[src/rtl/axil_reg_slice.sv]
// axil_reg_slice: AXI4-Lite register slice, per-channel bypass / forward register / full skid buffer.
module axil_slice #(
    parameter int MODE = 2,
    parameter int W    = 32
) (
    input  logic         clk,
    input  logic         rst,
    input  logic         in_valid,
    input  logic [W-1:0] in_data,
    output logic         in_ready,
    output logic         out_valid,
    output logic [W-1:0] out_data,
    input  logic         out_ready
);
    typedef enum logic [1:0] {EMPTY, ONE, FULL} state_t;
    if (MODE == 0) begin : g_bypass
        logic unused;
        assign unused    = ^{clk, rst};
        assign out_valid = in_valid;
        assign out_data  = in_data;
        assign in_ready  = out_ready;
    end else if (MODE == 1) begin : g_fwd
        logic         v_q;
        logic [W-1:0] d_q;
        assign in_ready  = !v_q | out_ready;
        assign out_valid = v_q;
        assign out_data  = d_q;
        always_ff @(posedge clk)
            if (rst) begin
                v_q <= 1'b0;
                d_q <= '0;
            end else if (in_valid && in_ready) begin
                v_q <= 1'b1;
                d_q <= in_data;
            end else if (out_ready) begin
                v_q <= 1'b0;
            end
    end else begin : g_skid
        state_t       st;
        logic [W-1:0] main_q, skid_q;
        logic         rdy_q;
        logic         in_fire;
        assign in_fire   = in_valid & rdy_q;
        assign in_ready  = rdy_q;
        assign out_valid = st != EMPTY;
        assign out_data  = main_q;
        // rdy_q tracks next_state != FULL; it stays low through reset
        always_ff @(posedge clk)
            if (rst) begin
                st     <= EMPTY;
                main_q <= '0;
                skid_q <= '0;
                rdy_q  <= 1'b0;
            end else begin
                rdy_q <= 1'b1;
                case (st)
                    EMPTY: if (in_fire) begin
                        main_q <= in_data;
                        st     <= ONE;
                    end
                    ONE: if (in_fire && out_ready) begin
                        main_q <= in_data;
                    end else if (in_fire) begin
                        skid_q <= in_data;
                        st     <= FULL;
                        rdy_q  <= 1'b0;
                    end else if (out_ready) begin
                        st <= EMPTY;
                    end
                    FULL: if (out_ready) begin
                        main_q <= skid_q;
                        st     <= ONE;
                    end else begin
                        rdy_q <= 1'b0;
                    end
                    default: st <= EMPTY;
                endcase
            end
    end
endmodule

module axil_reg_slice #(
    parameter  int ADDR_W  = 32,
    parameter  int DATA_W  = 32,
    parameter  int AW_MODE = 2,
    parameter  int W_MODE  = 2,
    parameter  int B_MODE  = 1,
    parameter  int AR_MODE = 2,
    parameter  int R_MODE  = 1,
    localparam int STRB_W  = DATA_W / 8
) (
    input  logic              aclk,
    input  logic              areset,
    input  logic [ADDR_W-1:0] s_axil_awaddr,
    input  logic              s_axil_awvalid,
    output logic              s_axil_awready,
    input  logic [DATA_W-1:0] s_axil_wdata,
    input  logic [STRB_W-1:0] s_axil_wstrb,
    input  logic              s_axil_wvalid,
    output logic              s_axil_wready,
    output logic [1:0]        s_axil_bresp,
    output logic              s_axil_bvalid,
    input  logic              s_axil_bready,
    input  logic [ADDR_W-1:0] s_axil_araddr,
    input  logic              s_axil_arvalid,
    output logic              s_axil_arready,
    output logic [DATA_W-1:0] s_axil_rdata,
    output logic [1:0]        s_axil_rresp,
    output logic              s_axil_rvalid,
    input  logic              s_axil_rready,
    output logic [ADDR_W-1:0] m_axil_awaddr,
    output logic              m_axil_awvalid,
    input  logic              m_axil_awready,
    output logic [DATA_W-1:0] m_axil_wdata,
    output logic [STRB_W-1:0] m_axil_wstrb,
    output logic              m_axil_wvalid,
    input  logic              m_axil_wready,
    input  logic [1:0]        m_axil_bresp,
    input  logic              m_axil_bvalid,
    output logic              m_axil_bready,
    output logic [ADDR_W-1:0] m_axil_araddr,
    output logic              m_axil_arvalid,
    input  logic              m_axil_arready,
    input  logic [DATA_W-1:0] m_axil_rdata,
    input  logic [1:0]        m_axil_rresp,
    input  logic              m_axil_rvalid,
    output logic              m_axil_rready
);
    axil_slice #(.MODE(AW_MODE), .W(ADDR_W)) u_aw (
        .clk(aclk), .rst(areset),
        .in_valid(s_axil_awvalid), .in_data(s_axil_awaddr), .in_ready(s_axil_awready),
        .out_valid(m_axil_awvalid), .out_data(m_axil_awaddr), .out_ready(m_axil_awready)
    );
    axil_slice #(.MODE(W_MODE), .W(DATA_W + STRB_W)) u_w (
        .clk(aclk), .rst(areset),
        .in_valid(s_axil_wvalid), .in_data({s_axil_wdata, s_axil_wstrb}), .in_ready(s_axil_wready),
        .out_valid(m_axil_wvalid), .out_data({m_axil_wdata, m_axil_wstrb}), .out_ready(m_axil_wready)
    );
    axil_slice #(.MODE(B_MODE), .W(2)) u_b (
        .clk(aclk), .rst(areset),
        .in_valid(m_axil_bvalid), .in_data(m_axil_bresp), .in_ready(m_axil_bready),
        .out_valid(s_axil_bvalid), .out_data(s_axil_bresp), .out_ready(s_axil_bready)
    );
    axil_slice #(.MODE(AR_MODE), .W(ADDR_W)) u_ar (
        .clk(aclk), .rst(areset),
        .in_valid(s_axil_arvalid), .in_data(s_axil_araddr), .in_ready(s_axil_arready),
        .out_valid(m_axil_arvalid), .out_data(m_axil_araddr), .out_ready(m_axil_arready)
    );
    axil_slice #(.MODE(R_MODE), .W(DATA_W + 2)) u_r (
        .clk(aclk), .rst(areset),
        .in_valid(m_axil_rvalid), .in_data({m_axil_rdata, m_axil_rresp}), .in_ready(m_axil_rready),
        .out_valid(s_axil_rvalid), .out_data({s_axil_rdata, s_axil_rresp}), .out_ready(s_axil_rready)
    );
endmodule

[config.mk]
export PLATFORM = sky130hd
export DESIGN_NAME = axil_reg_slice
export DESIGN_NICKNAME = d
export VERILOG_FILES = /design/src/rtl/axil_reg_slice.sv
export SDC_FILE = /design/constraint.sdc
export NUM_CORES = 1
export LEC_CHECK = 0
export ABC_AREA = 0
export BUFFER_PORTS_ARGS = -buffer_cell sky130_fd_sc_hd__buf_4
export CORE_UTILIZATION = 40
export DETAILED_ROUTE_END_ITERATION = 7
export PLACE_DENSITY_LB_ADDON = 0.2
export SLEW_MARGIN = 20
export SYNTH_ARGS = -nofsm -noshare
export SYNTH_HDL_FRONTEND = slang
export SYNTH_SLANG_ARGS = --single-unit
[constraint.sdc]
create_clock -name aclk -period 2.6 [get_ports aclk]
set_clock_uncertainty 0.1 [all_clocks]
set_input_delay 0.13 -clock aclk [delete_from_list [all_inputs] [get_ports aclk]]
set_output_delay 0.13 -clock aclk [all_outputs]
set_load 0.01 [all_outputs]
; After elaboration in Yosys (flattened, before gate mapping)
; Index checks and enable logic that the tools add are counted.
[totals]
ff_bits = 247
elab_cells = 118
in_bits = 148
[op_classes]
mux = 46
n_eq_ne = 21
n_reduce_logical = 27
bitwise = 8
[ops]
columns = op, count
row1 = two-way mux 32 bit, 6
row2 = case mux 32 bit (3 select lines), 2
row3 = two-way mux 36 bit, 3
row4 = case mux 36 bit (3 select lines), 1
row5 = two-way mux 2 bit, 15
row6 = AND reduction 4 bit, 6
row7 = case mux 2 bit (3 select lines), 3
row8 = two-way mux 1 bit, 13
row9 = "inequality test 2 x 1 -> 1 bit, second input constant", 6
row10 = "inequality test 2 bit, second input constant", 6
row11 = nonzero test 2 bit, 5
row12 = "inequality test 3 x 2 -> 1 bit, second input constant", 3
row13 = AND reduction 3 bit, 3
row14 = nonzero test 3 bit, 3
row15 = "equality test 2 x 1 -> 1 bit, second input constant", 3
row16 = "equality test 2 bit, second input constant", 3
row17 = zero test 2 bit, 3
row18 = case mux 1 bit (2 select lines), 3
row19 = logical AND 1 bit, 5
row20 = AND 1 bit, 3
row21 = inverter 1 bit, 3
row22 = zero test 1 bit, 2
row23 = OR 1 bit, 2

; Depth between registers and ports, before layout
; Gate-level depths: netlist of run 1.
[depth]
word_depth = 4
ltp_mapped = 9

; Hierarchy
; From an unflattened synthesis of run 1, not the netlist that was laid out.
[unflattened]
cells_unflattened = 1139
area_unflattened_um2 = 10621.4
[modules_own_cells]
columns = mod, seq_area_each_um2, instances, area_each_um2, cells_per_inst
row1 = axil_slice at u_ar ..., 1341.3, 2, 2901.5, 311
row2 = axil_slice at u_w, 1501.4, 1, 3036.7, 345
row3 = axil_slice at u_r, 700.7, 1, 1659.1, 160
row4 = axil_slice at u_b, 60.1, 1, 122.6, 12

; Worst setup path before layout of run 1
; OpenSTA, ideal clock, no wires.
[synth_timing]
kind = register to register
start = register u_ar.g_skid.st[0]
end = register u_ar.g_skid.main_q[10], in the netlist u_ar.out_data[10]
arrival_ns = 1.931
path_stages_with_launch = 9
synth_period_minus_slack_ns = 2.116
setup_time_ns = 0.086
path_slack_ns = 0.484
cell_sequence = dfxtp_1 -> inv_1 -> ha_1 -> buf_2 -> nor2b_1 -> a2111oi_4 -> buf_2 -> nor2_1 -> a211oi_1
[synth_between]
elab_chain_cells = 3
elab_cells_between_ends = 9
[synth_rtl]
columns = item, line_no
row1 = "start, declared", 39  ; state_t st;
row2 = "start signal, assigned", 50  ; st <= EMPTY;
row3 = "start signal, assigned", 59  ; st <= ONE;
row4 = "start signal, assigned", 65  ; st <= FULL;
row5 = equality test 2 x 1 -> 1 bit (tied with other cells), 56  ; case (st)
row6 = inequality test 2 x 1 -> 1 bit (no source line) (tied with other cells), n/a
row7 = AND reduction 4 bit (no source line), n/a
row8 = "end signal, assigned", 58  ; main_q <= in_data;
row9 = "end signal, assigned", 62  ; main_q <= in_data;
row10 = "end signal, assigned", 71  ; main_q <= skid_q;
row11 = "end, declared", 40  ; logic [W-1:0] main_q, skid_q;
; Parallel ways exist; a longest one is shown, timed or not.
; A chain may end at the register's enable or synchronous reset.

; Worst setup path after layout of run 1
[layout_timing]
start = register u_aw.g_skid.st[1]
end = register u_aw.g_skid.skid_q[17]
[layout_between]
elab_chain_cells = 2
[layout_rtl]
columns = item, line_no
row1 = "start, declared", 39
row2 = "start signal, assigned", 50
row3 = "start signal, assigned", 59
row4 = "start signal, assigned", 65
row5 = equality test 2 x 1 -> 1 bit, 56
row6 = AND reduction 3 bit (no source line), n/a
row7 = "end signal, assigned", 64  ; skid_q <= in_data;
row8 = "end, declared", 40
; No other way between the ends.

==> results of run 1 <==
==> cells by family (layout without fill, tap and decap cells) <==
group / Yosys count / after routing / synth area share (%)
AO/OA/AOI/OAI: 266 / 266 / 17.2
adder cells (fa/ha/maj): 14 / 14 / 1.79
buffers and inverters: 99 / 553 / 3.97
flip-flops: 247 / 247 / 50.4
multiplexers: 101 / 101 / 10.3
other: 0 / 2 / 0
AND/OR/NAND/NOR: 408 / 408 / 16.3
==> final cells by class <==
type                            count  area share [%]
Antenna cell                        2          0.0331
Clock buffer                       41            5.50
Clock inverter                     10            1.16
Inverter                           12           0.298
Multi-Input combinational cell    789            29.8
Sequential cell                   247            32.7
Tap cell                          319            2.64
Timing Repair Buffer              490            27.9
==> sequential cells by signal (all words and copies together) (netlist names) <==
register            count
u_ar.in_ready           1
u_w.out_data           36
u_ar.out_data          32
u_w.g_skid.skid_q      36
u_b.out_valid           1
u_aw.g_skid.st          2
u_r.out_valid           1
u_aw.g_skid.skid_q     32
u_r.out_data           34
u_ar.g_skid.skid_q     32
u_aw.in_ready           1
u_b.out_data            2
u_aw.out_data          32
u_ar.g_skid.st          2
u_w.in_ready            1
u_w.g_skid.st           2
==> metal layers <==
layer	vias to the layer above	GRT usage, %	share of wire, %
met1	4306	25.5	42
met3	45	5.28	6.7
met5	-	0	0
met4	0	5.86	2.1
li1	4743	-	-
met2	272	38.5	50
==> through the flow <==
stage                     util (%)  setup slack [ns]  cells
after global routing          63.6            0.0348   1908
after floorplan                  -             0.484   1135
after detailed placement      51.8             0.504   1679
after global placement        51.8             0.550   1679
after CTS                     63.5            0.0870   1908
final                         63.6             0.209   1910
==> worst max-delay path, delay by kind of cell, from the launching register on <==
family / cells / cell delay (ns)
buf+inv: 3 / 0.98
simple gates: 3 / 0.50
flops: 1 / 0.33
fa+ha+maj: 1 / 0.28
compound gates: 1 / 0.07
==> worst max path at each step <==
stage,start,slack (ns),cells past startpoint,end
after floorplan,u_ar.g_skid.st[0],0.48,8,u_ar.out_data[10]
after global placement,u_aw.g_skid.st[0],0.55,6,u_aw.g_skid.st[0]
after detailed placement,u_ar.g_skid.st[0],0.50,7,u_ar.out_data[13]
after CTS,u_aw.g_skid.st[1],0.09,8,u_aw.g_skid.skid_q[21]
after global routing,u_aw.g_skid.st[1],0.03,8,u_aw.g_skid.skid_q[17]
final,u_aw.g_skid.st[1],0.21,8,u_aw.g_skid.skid_q[17]
==> synthesized netlist by cell type (all sizes together) <==
| cell | count |
|---|---|
| nand2 | 275 |
| dfxtp | 247 |
| a21oi | 145 |
| nor2 | 107 |
| mux2i | 101 |
| a211oi | 100 |
| clkbuf | 69 |
| buf | 18 |
| ha | 14 |
| inv | 12 |
| nand3 | 6 |
| nor2b | 5 |
| o21ai | 5 |
| a2111oi | 3 |
| a21boi | 3 |
| and2 | 3 |
| nand2b | 3 |
| or3 | 3 |
| a21o | 2 |
| nand3b | 2 |
| o21a | 2 |
| o31ai | 2 |
| or4 | 2 |
| a21bo | 1 |
| a311oi | 1 |
| a41o | 1 |
| and3b | 1 |
| nor3b | 1 |
| o21bai | 1 |
==> power by group through the flow <==
stage / Clock, W / Sequential, W / Combinational [W]
final: 0.00423 / 0.00492 / 0.00387
after global routing: 0.00450 / 0.00500 / 0.00425
after floorplan: 0 / 0.00521 / 0.00175
after global placement: 0 / 0.00497 / 0.00361
after CTS: 0.00433 / 0.00492 / 0.00388
after detailed placement: 0 / 0.00499 / 0.00367
==> repair_timing <==
item	4_1_cts	5_1_grt
setup buffers	0	0
endpoints found under the hold margin	244	0
hold buffers	178	0
resized for setup	0	3
setup endpoints to repair	0	8
==> out/results.txt, run 1 <==
Number of remaining DRC errors: 0. In the final layout, the multi-input gates occupy 4490 um^2. The transition at the pin with the smallest max-transition slack is 0.667 ns.

The tools report the launch point of the worst hold path as s_axil_rready. The cell area that synthesis handed to floorplanning was 9810 um^2. The worst hold-check slack is 0.284 ns.

Row generation in the floorplan step produced 56 rows. The synthesized area per cell was 8.64 um^2; the largest net degree at the start of global routing was 74. The tightest min-delay check is of the primary input to flop type.

The fraction of final layout cells sized beyond drive strength 1 was 23.2%. From left edge to right edge, the die measures 159 um. The tools report the static leakage as 6.04 nW. For this design the ratio of total power to cell area is 863 nW/um^2. STA puts the critical path data arrival time at 2.70 ns.

Summing internal, switching and leakage power gives 0.0130 W. The run gives 9106 as the number of global-route vias before repair. DRC violation total after the first TritonRoute iteration: 521. The run gives 0 as the initial antenna violation count. The number of primary I/O pins came out at 294. The library cells used most frequently in the layout, excluding fill and tap cells, are 304 x sky130_fd_sc_hd__buf_4, 275 x sky130_fd_sc_hd__nand2_1, 247 x sky130_fd_sc_hd__dfxtp_1, 178 x sky130_fd_sc_hd__dlygate4sd3_1, 145 x sky130_fd_sc_hd__a21oi_1.

Sequential cells burn 37.8% of the power. The tree built by TritonCTS fans out to 247 sinks. Across every metal layer, demand over resource in global routing totals 21.6%. The wire-length estimate of the detail-placed layout is 16500 um.

The tools report the storage element area as 4940 um^2. Counting I/O delays and the setup requirement, the final critical path takes 2.39 ns. The top cell type by area accounts for 50.4% of the synthesized area. Of all nets on the critical path, the largest fanout is 27. By area the synthesized netlist is led by sky130_fd_sc_hd__dfxtp_1 50%, sky130_fd_sc_hd__nand2_1 11%, sky130_fd_sc_hd__mux2i_1 10%. After detailed routing, the total wire length is 28100 um. For the achievable frequency, the log shows 418 MHz. Final-stage net count: 1730. The clock network accounts for 32.5% of the total power. Summing all placed instances gives a cell area of 12300 um^2. Once the floorplan was initialized, standard cells occupied 41.3% of the core. In the synthesized netlist, the number of instances is 1135. TritonCTS built the clock tree. Leaving out fill and tap cells, the most frequent cell in the layout is sky130_fd_sc_hd__buf_4. The terminus of the critical flop-to-flop path was u_aw.g_skid.skid_q[17]. The floorplan step defined a die boundary enclosing 25100 um^2. The headroom to the max-slew limit came out at 55.6%. Setup slack on the worst reg-to-reg path comes out at 0.21 ns.

For the max-cap violation count, the log shows 0. The run finished with clean final reports. The number of buffer cells added on primary ports was 293. The final routed wire length divided by cell count was 14.7 um; the final worst-path cycle share was 92.0%. The tools report the buffer type at the clock tree root as sky130_fd_sc_hd__clkbuf_16.

In this run, synthesis produced a sequential element count of 247. After global routing the overflow that remains totals 0. The tools report the placer's final routability congestion estimate as 0.757.

The run gives 0 as the total count of max-transition violations in the final report. The tools report the filler cell count as 1896. For hold timing, the worst endpoint is u_r.out_data[18]. Walking the worst path, the cells encountered are inv_1 -> ha_1 -> nor2b_2 -> nand3_2 -> buf_4 -> nand2_1 -> a21oi_1 -> dlygate4sd3_1. The internal power of the cells totals 0.00907 W.

For the area of the core region, the log shows 23800 um^2. Fraction of power spent switching nets: 30.4%. The synthesis-to-finish area growth is 54.0%. The worst hold path passes through 6 cells. For this design the total switching power over the nets is 0.00395 W. Yosys printed 0 warnings. The first global-routing pass estimated 44000 um of wire.

Setup repair after global routing left no endpoint under its margin. Of the synthesized area, sequential elements account for 50.4%. Buffers inserted during clock tree synthesis total 28. The tools report the maximum clock path buffer count as 3. Worst flop-to-flop path startpoint: u_aw.g_skid.st[1].

The worst reg-to-reg path cell count works out to 8. After clock tree synthesis, the clock-pin slew on the worst setup and hold paths is 0.06 ns. When the netlist entered floorplanning its net count stood at 1297. On the critical path, the stage with the largest delay is an instance of sky130_fd_sc_hd__dlygate4sd3_1.

IR analysis of the VDD net gives a maximum drop of 0.491 mV. Summing all non-filler instances in the final layout gives an area of 15100 um^2. The tools report the nature of the critical path endpoint as a flop. CTS H-tree depth: 1. The longest individual stage delay on the worst path works out to 0.59 ns. STA classifies the critical path startpoint as a flop. Before antenna repair, the detailed router went through 6 iterations.

The critical path is of the flop to flop type. The biggest area contributor in the post-synthesis netlist is sky130_fd_sc_hd__dfxtp_1. The combinational power share is 29.7%.

The netlist uses 31 different library cells. The number of hold violations in the final report was 0. The average via count per standard cell came out at 4.90. The via count is 9366. In this run the vertical extent of the chip is 159 um. The clock reaches the later pin of the worst-skew pair after 0.53 ns.

In the final timing run, aggregate negative setup slack is 0 ns. The count of nets left with antenna violations once routing finished came out at 0. The required time of the critical path is 2.91 ns, and the number of failing setup endpoints in the final timing report is 0.
No activity file was read; power rests on OpenSTA's default activity.
==> inputs of run 2 (changes only) <==
--- a/config.mk
+++ b/config.mk
@@ -9,7 +9,7 @@
 export BUFFER_PORTS_ARGS = -buffer_cell sky130_fd_sc_hd__buf_4
 export CORE_UTILIZATION = 40
 export DETAILED_ROUTE_END_ITERATION = 7
-export PLACE_DENSITY_LB_ADDON = 0.2
+export PLACE_DENSITY_LB_ADDON = 0.1
 export SLEW_MARGIN = 20
 export SYNTH_ARGS = -nofsm -noshare
 export SYNTH_HDL_FRONTEND = slang
==> run 2 against run 1 <==
Register-to-register slack hardly changed. Via count is 1.8% lower. Largest cell class unchanged. First-iteration DRC count is 18% lower. Clock power is 13% lower. Wire length is 3.5% lower. Die area stayed put. Worst hold slack better by 0.011 ns.
==> out/results.txt, run 2 (synthesized netlist as in run 1, its figures left out) <==
The run finished with clean final reports. The run gives 0 (unchanged) as the remaining antenna violation count. The nature of the critical path endpoint is a flop. The average via count per standard cell is 4.81 (-1.9%), and the total count of max-transition violations in the final report is 0 (unchanged). The overall die height was 159 um (unchanged); the largest driver fanout on the critical path was 26 (-3.7%).

The fraction of final layout cells sized beyond drive strength 1 is 23.0% (-0.18 points). The startpoint-to-endpoint class of the critical path is flop to flop. For the maximum VDD drop, the log shows 0.483 mV (-1.7%).

The placement row count came out at 56 (unchanged). The final critical delay including setup and external delays is 2.40 ns (+0.0126 ns), and the placed instance count is 1682 (+0.18%). Setup repair after global routing left no endpoint under its margin. The library cell used most frequently in the layout, excluding fill and tap cells, is sky130_fd_sc_hd__buf_4. The number of remaining DRC errors is 0 (unchanged), and the synthesis-to-finish area growth is 53.0%. The worst endpoint data arrival time is 2.72 ns (+0.02 ns), and the largest net degree at the start of global routing is 73 (-1.4%).

The run gives 41.3% (unchanged) as the effective utilization at floorplan. The logs give 12300 um^2 (+0.28%) for the area of placed instances and 0.0125 W (-4.1%) for the final total power. For the area of the core region, the log shows 23800 um^2 (unchanged).

The DRC violation total after the first TritonRoute iteration was 428 (-18%). The final worst-path cycle share came out at 92.4% (+0.48 points). The logs give 8633 (-5.2%) for the number of global-route vias before repair and 1 (unchanged) for the CTS H-tree depth. Transition at the pin with the smallest max-transition slack: 0.673 ns (+0.00682 ns).

The number of buffer cells added on primary ports works out to 293 (unchanged). The startpoint type of the worst setup path was a flop. The tools report the utilization after layout as 63.2% (-0.41 points). Insertion delay of the later-clocked pin in the worst-skew pair: 0.53 ns (about the same). The design area came out at 15000 um^2 (-0.65%).

The filler cell count is 2003 (+5.6%). The max-cap violation count is 0 (unchanged), and the number of failing setup endpoints in the final timing report is 0 (unchanged). The global route total overflow is 0 (unchanged), and the longest individual stage delay on the worst path is 0.59 ns (about the same). The final instance count without filler cells was 1912 (+0.10%). The required time of the critical path was 2.91 ns (about the same); the headroom to the max-slew limit was 55.1% (-0.45 points).

The half-perimeter wire length after placement was 16400 um (-0.87%). The number of buffers inserted during clock tree synthesis came out at 27 (-3.6%). The antenna diode instance count is 0 (-2), and the number of clock sinks is 247 (unchanged). The post-detailed-routing wire length came out at 27100 um (-3.5%). For the final-layout setup total negative slack, the log shows 0 ns (unchanged).

The slowest cell on the critical path is sky130_fd_sc_hd__dlygate4sd3_1. First-pass GRT wire length: 42200 um (-4.0%). Leaving out fill and tap cells, the most frequent cells in the layout are 306 x sky130_fd_sc_hd__buf_4, 275 x sky130_fd_sc_hd__nand2_1, 247 x sky130_fd_sc_hd__dfxtp_1, 179 x sky130_fd_sc_hd__dlygate4sd3_1, 145 x sky130_fd_sc_hd__a21oi_1. The power density over the cells was 833 nW/um^2 (-3.4%). Number of hold violations in the final report: 0 (unchanged). The run gives 9196 (-1.8%) as the via count. The tree is rooted in a sky130_fd_sc_hd__clkbuf_16. The floorplan die width works out to 159 um (unchanged). The run gives 25100 um^2 (unchanged) as the total die area. The final routed wire length divided by cell count works out to 14.2 um (-3.6%). The tools report the initial antenna violation count as 0 (unchanged). The number of primary I/O pins came out at 294 (unchanged). For the static leakage, the log shows 6.00 nW (-0.71%). The worst hold path belongs to the class primary input to flop. The maximum clock path buffer count was 3 (unchanged); the final-stage net count was 1734 (+0.23%).

Iteration count of the initial detailed-routing pass: 4 (-2). TritonCTS built the clock tree. The tools report the achievable frequency as 416 MHz (-0.52%). The clock-pin slew on the worst setup and hold paths was 0.06 ns (about the same). Placer's final routability congestion estimate: 0.770 (+1.8%).

The signal on the critical path passes through inv_1 -> ha_1 -> nor2b_1 -> nand3_2 -> buf_6 -> nand2_1 -> a21oi_1 -> dlygate4sd3_1. The total track usage came out at 20.6% (-0.94 points).
[run 2: cell count changes in the layout (fill, tap and decap cells not counted), sizes merged]
cell / delta
buf: +4
clkbuf: +2
diode: -2
bufinv: -4
inv: +1
dlygate4sd3: +1
[run 2: layout make-up]
| cell class | instances | area (um^2) | share of cell area, % |
|---|---|---|---|
| tap | 319 | 399 | 2.66 |
| inverter | 12 | 45.0 | 0.300 |
| clock buffer | 43 | 796 | 5.30 |
| sequential | 247 | 4940 | 33.0 |
| multi-input combinational | 789 | 4490 | 29.9 |
| timing repair buffer | 495 | 4260 | 28.4 |
| clock inverter | 7 | 63.8 | 0.425 |
[run 2: repair_timing]
| item | in CTS | in global routing |
|---|---|---|
| endpoints found under the hold margin | 245 | 0 |
| gates resized for setup | 0 | 3 |
| hold buffers | 179 | 0 |
| endpoints found under the setup margin | 0 | 20 |
| setup buffers | 0 | 1 |
[run 2: power breakdown]
part | internal, W | total [W] | switching [W]
combinational | 0.00190 | 0.00389 | 0.00199
sequential | 0.00449 | 0.00490 | 0.000411
clock | 0.00219 | 0.00370 | 0.00151
[run 2: critical path: cells and delay by family (launching register included)]
| kind | cells | cell delay [ns] |
|---|---|---|
| buffers and inverters | 3 | 0.94 |
| AND/OR/NAND/NOR | 3 | 0.57 |
| flip-flops | 1 | 0.33 |
| adder cells (fa/ha/maj) | 1 | 0.29 |
| AO/OA/AOI/OAI | 1 | 0.06 |
[run 2: worst paths after layout]
kind / slack (ns) / endpoint / cells past startpoint / start
max: 0.20 / u_aw.g_skid.skid_q[18] / 8 / u_aw.g_skid.st[1]
min: 0.29 / u_r.out_data[6] / 4 / m_axil_rdata[4]
max reg2reg: 0.20 / u_aw.g_skid.skid_q[18] / 8 / u_aw.g_skid.st[1]
min reg2reg: 0.35 / u_aw.g_skid.skid_q[10] / 2 / u_aw.g_skid.skid_q[10]
[run 2: layer usage]
layer | up-vias | part of all wire [%] | GRT usage, %
li1 | 4759 | - | -
met2 | 233 | 47 | 34.8
met4 | 0 | 2.3 | 5.77
met5 | - | 0 | 0
met1 | 4164 | 44 | 26.0
met3 | 40 | 6.4 | 4.95
[run 2: per-stage QoR]
| step | hold WS (ns) | setup WS, ns |
|---|---|---|
| 2_1_floorplan | 0.159 | 0.484 |
| 3_3_place_gp | 0.277 | 0.556 |
| 3_5_place_dp | 0.285 | 0.535 |
| 4_1_cts | 0.272 | 0.0291 |
| 5_1_grt | 0.287 | 0.0273 |
| 6_report | 0.295 | 0.197 |
